File: src/rtl/qq_seq_ctrl.sv
// rtl/qq_seq_ctrl.sv - echo-window step sequencer driving the coder's count bus.
// Optional inter-repetition gap state and gap_len port enabled by QQ_SEQ_GAP_EN.
module qq_seq_ctrl (
   input  logic        clk_sys,
   input  logic        rst_n,
   input  logic        start,
   input  logic        stop,
   input  logic [4:0]  seq_len,
   input  logic [15:0] step_period,
   input  logic [7:0]  repeat_num,
`ifdef QQ_SEQ_GAP_EN
   input  logic [15:0] gap_len,
`endif
   output logic [4:0]  count,
   output logic        state_start,
   output logic [7:0]  rep_cnt,
   output logic        busy,
   output logic        done
);

   typedef enum logic [1:0] {
      S_IDLE = 2'd0,
      S_RUN  = 2'd1,
      S_DONE = 2'd2
`ifdef QQ_SEQ_GAP_EN
      , S_GAP = 2'd3
`endif
   } state_t;

   state_t      state_q, state_d;
   logic [4:0]  count_q, count_d;
   logic [7:0]  rep_q, rep_d;
   logic [15:0] tick_q, tick_d;
   logic [4:0]  len_q, len_d;
   logic [15:0] per_q, per_d;
   logic [7:0]  num_q, num_d;
   logic        ss_q, ss_d;
   logic        busy_q, busy_d;
   logic        done_q, done_d;
`ifdef QQ_SEQ_GAP_EN
   logic [15:0] gap_q, gap_d;
   logic [15:0] gcnt_q, gcnt_d;
`endif

   always_comb begin
      state_d = state_q;
      count_d = count_q;
      rep_d   = rep_q;
      tick_d  = tick_q;
      len_d   = len_q;
      per_d   = per_q;
      num_d   = num_q;
`ifdef QQ_SEQ_GAP_EN
      gap_d   = gap_q;
      gcnt_d  = gcnt_q;
`endif
      case (state_q)
         S_IDLE: begin
            count_d = 5'd0;
            rep_d   = 8'd0;
            if (start && !stop) begin
               len_d  = seq_len;
               per_d  = (step_period == 16'd0) ? 16'd1 : step_period;
               num_d  = repeat_num;
`ifdef QQ_SEQ_GAP_EN
               gap_d  = gap_len;
`endif
               tick_d = 16'd0;
               state_d = (repeat_num == 8'd0) ? S_DONE : S_RUN;
            end
         end
         S_RUN: begin
            if (stop) begin
               state_d = S_IDLE;
               count_d = 5'd0;
               rep_d   = 8'd0;
            end else if (tick_q == per_q - 16'd1) begin
               tick_d = 16'd0;
               if (count_q < len_q) begin
                  count_d = count_q + 5'd1;
               end else if (rep_q == num_q - 8'd1) begin
                  state_d = S_DONE;
                  count_d = 5'd0;
               end else begin
                  rep_d   = rep_q + 8'd1;
                  count_d = 5'd0;
`ifdef QQ_SEQ_GAP_EN
                  if (gap_q != 16'd0) begin
                     state_d = S_GAP;
                     gcnt_d  = 16'd0;
                  end
`endif
               end
            end else begin
               tick_d = tick_q + 16'd1;
            end
         end
`ifdef QQ_SEQ_GAP_EN
         S_GAP: begin
            count_d = 5'd0;
            if (stop) begin
               state_d = S_IDLE;
               rep_d   = 8'd0;
            end else if (gcnt_q == gap_q - 16'd1) begin
               state_d = S_RUN;
               tick_d  = 16'd0;
            end else begin
               gcnt_d = gcnt_q + 16'd1;
            end
         end
`endif
         S_DONE: begin
            // rep_cnt holds its final value only for the DONE cycle itself
            state_d = S_IDLE;
            count_d = 5'd0;
            rep_d   = 8'd0;
         end
         default: begin
            state_d = S_IDLE;
            count_d = 5'd0;
            rep_d   = 8'd0;
         end
      endcase
      ss_d   = (state_d == S_RUN);
      done_d = (state_d == S_DONE);
`ifdef QQ_SEQ_GAP_EN
      busy_d = (state_d == S_RUN) || (state_d == S_GAP);
`else
      busy_d = (state_d == S_RUN);
`endif
   end

   always_ff @(posedge clk_sys or negedge rst_n) begin
      if (!rst_n) begin
         state_q <= S_IDLE;
         count_q <= 5'd0;
         rep_q   <= 8'd0;
         tick_q  <= 16'd0;
         len_q   <= 5'd0;
         per_q   <= 16'd1;
         num_q   <= 8'd0;
         ss_q    <= 1'b0;
         busy_q  <= 1'b0;
         done_q  <= 1'b0;
`ifdef QQ_SEQ_GAP_EN
         gap_q   <= 16'd0;
         gcnt_q  <= 16'd0;
`endif
      end else begin
         state_q <= state_d;
         count_q <= count_d;
         rep_q   <= rep_d;
         tick_q  <= tick_d;
         len_q   <= len_d;
         per_q   <= per_d;
         num_q   <= num_d;
         ss_q    <= ss_d;
         busy_q  <= busy_d;
         done_q  <= done_d;
`ifdef QQ_SEQ_GAP_EN
         gap_q   <= gap_d;
         gcnt_q  <= gcnt_d;
`endif
      end
   end

   assign count       = count_q;
   assign rep_cnt     = rep_q;
   assign state_start = ss_q;
   assign busy        = busy_q;
   assign done        = done_q;

endmodule

File: config.mk
export PLATFORM = sky130hd
export DESIGN_NAME = qq_seq_ctrl
export DESIGN_NICKNAME = d
export VERILOG_FILES = /design/src/rtl/qq_seq_ctrl.sv
export SDC_FILE = /design/constraint.sdc
export NUM_CORES = 1
export LEC_CHECK = 0
export ABC_CLOCK_PERIOD_IN_PS = 5400
export BUFFER_PORTS_ARGS = -buffer_cell sky130_fd_sc_hd__buf_2
export CORE_MARGIN = 4
export CORE_UTILIZATION = 50
export CTS_CLUSTER_SIZE = 20
export DETAILED_ROUTE_END_ITERATION = 7
export PLACE_DENSITY = 0.8
export SKIP_CTS_REPAIR_TIMING = 1
export SKIP_LAST_GASP = 1
export SYNTH_ARGS = -nofsm -noshare
export SYNTH_HDL_FRONTEND = slang
export SYNTH_SLANG_ARGS = --single-unit
File: constraint.sdc
create_clock -name clk_sys -period 5.4 [get_ports clk_sys]
set_input_delay 0.27 -clock clk_sys [delete_from_list [all_inputs] [get_ports clk_sys]]
set_output_delay 0.27 -clock clk_sys [all_outputs]
set_load 0.01 [all_outputs]
==> qor.csv <==
stage,metric,value,unit
global_route,largest net degree at the start of global routing,63,
sta,unrepaired setup endpoints after global routing,false,
sta,Setup Viol. Count Final,0,
detailed_routing,DRT Pass-1 Iters,5,
yosys,Yosys top cell by area,dfrtp_1,
die,initial cell density of the core,51.89,%
clock_network,Worst-Skew Late Latency,0.34,ns
detailed_routing,routed len/inst,15.84,µm
die,Die W,94.99,µm
clock_network,clock root buffer,clkbuf_8,
clock_network,clock buffer depth,2,
die,site row count,31,
yosys,flop and latch count out of synthesis,62,
clock_network,"Reg clk slew, reported paths",0.07,ns
power,clock share of power,34.2,%
sta,min setup slack post-route,1.997,ns
detailed_routing,Post-route DRC,0,
sta,clk_skew,0.009021,ns
die,Boundary Pins,49,
finish,"commonest non-fill, non-tap cell in the layout",dfrtp_1,
finish,Antenna Diode Count,0,
detailed_routing,total number of vias,3345,
yosys,Post-Syn Instances,408,
critical_path,Critical Path RT,5.66,ns
critical_path,"Critical Path, Cell by Cell","or4_1, or3_1, a2111oi_2, o221a_2, nand4_4, or4_1, a21oi_1",
yosys,Syn Area/Cell,9.274,µm²
die,core area,7292,µm²
critical_path,"reg-to-reg slack, setup",2.00,ns
yosys,Yosys top cell area share,40.34,%
detailed_routing,Vias/cell,6.060,
sta,Max Slew Vio Count,0,
critical_path,"Slowest-stage cell, CP",or4_1,
finish,most frequent cells in the layout,"dfrtp_1, buf_2, nand2_1",
sta,Worst Hold Slack,0.08760,ns
critical_path,Setup crit end kind,flip-flop,
power,Worst IR Drop VDD,0.1251,mV
sta,post-route setup TNS,0,ns
critical_path,r2r startpoint,per_q[8]$_DFFE_PN0P_,
die,die height,94.99,µm
place,GP Congestion,0.9117,
place,Post-Place Cells,536,
yosys,Main synth FF type,dfrtp_1,
power,sw frac,29.97,%
sta,worst rel slew slack,32.31,%
sta,worst slew pin tran,1.012,ns
status,run status,"finished, final reports clean",
finish,number of fill cells,637,
power,Pleak,1.829,nW
finish,area delta synth->final,13.43,%
yosys,synthesized area,3784,µm²
power,P per Cell Area,305.6,nW/µm²
yosys,Post-synth EDFFs,0,
finish,final core occ,58.85,%
finish,final instance area,4292,µm²
finish,Nets,490,
sta,final period utilization,63.01,%
place,post-placement cell area,4076,µm²
flow_run,total of max-cap violations,0,
clock_network,CTS tree,done,
yosys,"Distinct cells, synth",59,
clock_network,clk sinks,62,
sta,final hold viol count,0,
place,PortBufs,48,
global_route,GRT overflow,0,
critical_path,worst setup path startpoint,per_q[8]$_DFFE_PN0P_,
critical_path,most frequent CP cell,or4_1,
power,P_sw,0.3931,mW
clock_network,# H-tree levels,3,
critical_path,crit path buf inv count,0,
die,Die ar.,9023,µm²
sta,Max Clk Rate,0.2939,GHz
global_route,Tot GR Track Use,20.81,%
yosys,"Seq/Total Area, Yosys",41.04,%
detailed_routing,total wire length,8742,µm
critical_path,startpoint types,flip-flop,
critical_path,worst setup path class,reg -> reg,
global_route,vias in the first global route,3173,
detailed_routing,Final ANT Viol Nets,0,
power,Flop pwr share,44.8,%
critical_path,WP data arrival,3.66,ns
critical_path,R2R depth,7,
power,combinational power share,20.9,%
clock_network,Num CTS Buffers,9,
finish,Post-Layout Cell Count,552,
yosys,share of synthesized registers carrying an async set or reset,100.0,%
yosys,"top cells by area, synth","dfrtp_1, mux2_2, xnor2_1",
yosys,syn_nets,450,
place,Detailed Place HPWL,6162,µm
global_route,initial antenna violation count,0,
power,Final Power,1.311,mW
finish,layout cell share with drive strength beyond 1,20.53,%
critical_path,crit-path max FO,37,
yosys,Ys Warns,0,
place,pre-CTS WS,2.036,ns
critical_path,reg2reg end,rep_cnt[7]$_DFFE_PN0P_,
critical_path,CP max stage delay,0.66,ns
sta,post-layout min period,3.403,ns
detailed_routing,Iter 0 DRT Violations,267,
critical_path,"delay-heaviest family, CP",simple AND/OR/NAND/NOR gates,
power,P_int,0.9184,mW
worst_hold_path,worst min path class,in -> async,
global_route,first-pass GRT wire length,14840,µm
[cell families (layout without fill, tap and decap cells)]
group	count (synthesis)	in the layout	synth area share, %
muxes	22	22	6.349
AOI/OAI and AO/OA	85	85	15.34
buffers and inverters	43	88	4.630
xor gates and xnor gates	28	28	6.482
and+or+nand+nor	159	159	23.18
adders and majority gates	9	9	2.976
DFF	62	62	41.04
[worst max-delay path by stage]
stage                                   endpoint  slack (ns)  depth (start not counted)
after floorplan           rep_cnt[4]$_DFFE_PN0P_        2.58                          8
after global placement    rep_cnt[4]$_DFFE_PN0P_        2.12                          7
after detailed placement  rep_cnt[7]$_DFFE_PN0P_        2.04                          7
after CTS                 rep_cnt[7]$_DFFE_PN0P_        2.02                          7
after global routing       tick_q[5]$_DFFE_PN0P_        1.74                          7
final                     rep_cnt[7]$_DFFE_PN0P_        2.00                          7
[cells in the mapped netlist (3+ instances only)]
library cell / number
mux2i_1: 6
xnor2_1: 19
or2_2: 4
nor4_1: 9
ha_1: 9
a21oi_1: 8
buf_1: 3
and4_1: 4
clkbuf_1: 14
o22ai_1: 4
mux2_2: 16
nor3b_1: 3
nor2_1: 17
nand2_1: 38
and2_1: 5
a22oi_1: 4
inv_1: 22
a31oi_1: 8
xor2_1: 9
or4_1: 8
dfrtp_1: 61
nand3_1: 24
a21o_1: 4
nand2b_1: 7
o311ai_0: 7
or3_1: 5
nor3_1: 6
nand4_1: 14
o21ai_0: 26
o31ai_1: 6
and3_1: 5
[power by group through the flow]
stage	clock (mW)	sequential, mW	combinational [mW]
final	0.449	0.588	0.275
after global routing	0.476	0.596	0.307
after CTS	0.455	0.585	0.275
after detailed placement	0	0.592	0.274
after global placement	0	0.588	0.263
after floorplan	0	0.570	0.216
[flip-flops by register name, indices dropped and copies added (netlist names)]
register / count
busy: 1
count: 5
done: 1
len_q: 5
num_q: 8
per_q: 16
rep_cnt: 8
state_q: 2
tick_q: 16
[area by class of cell]
| type | count | area, µm² | share of cell area, % |
|---|---|---|---|
| clock buffers | 12 | 145.1 | 3.382 |
| clock inverters | 4 | 70.07 | 1.633 |
| inverters | 22 | 82.58 | 1.924 |
| multi-input cells | 303 | 2062 | 48.05 |
| flip-flops and latches | 62 | 1553 | 36.18 |
| well taps | 99 | 123.9 | 2.886 |
| repair buffers | 50 | 255.2 | 5.948 |
[layer usage]
| metal | wire [µm] | part of all wire (%) | GRT usage [%] | vias up |
|---|---|---|---|---|
| li1 | - | - | - | 1596 |
| met1 | 3893 | 45 | 27.69 | 1616 |
| met2 | 4127 | 47 | 33.24 | 122 |
| met3 | 577 | 6.6 | 3.904 | 11 |
| met4 | 144 | 1.6 | 8.654 | 0 |
| met5 | 0 | 0 | 0 | - |
No activity file was read; power rests on OpenSTA's default activity.
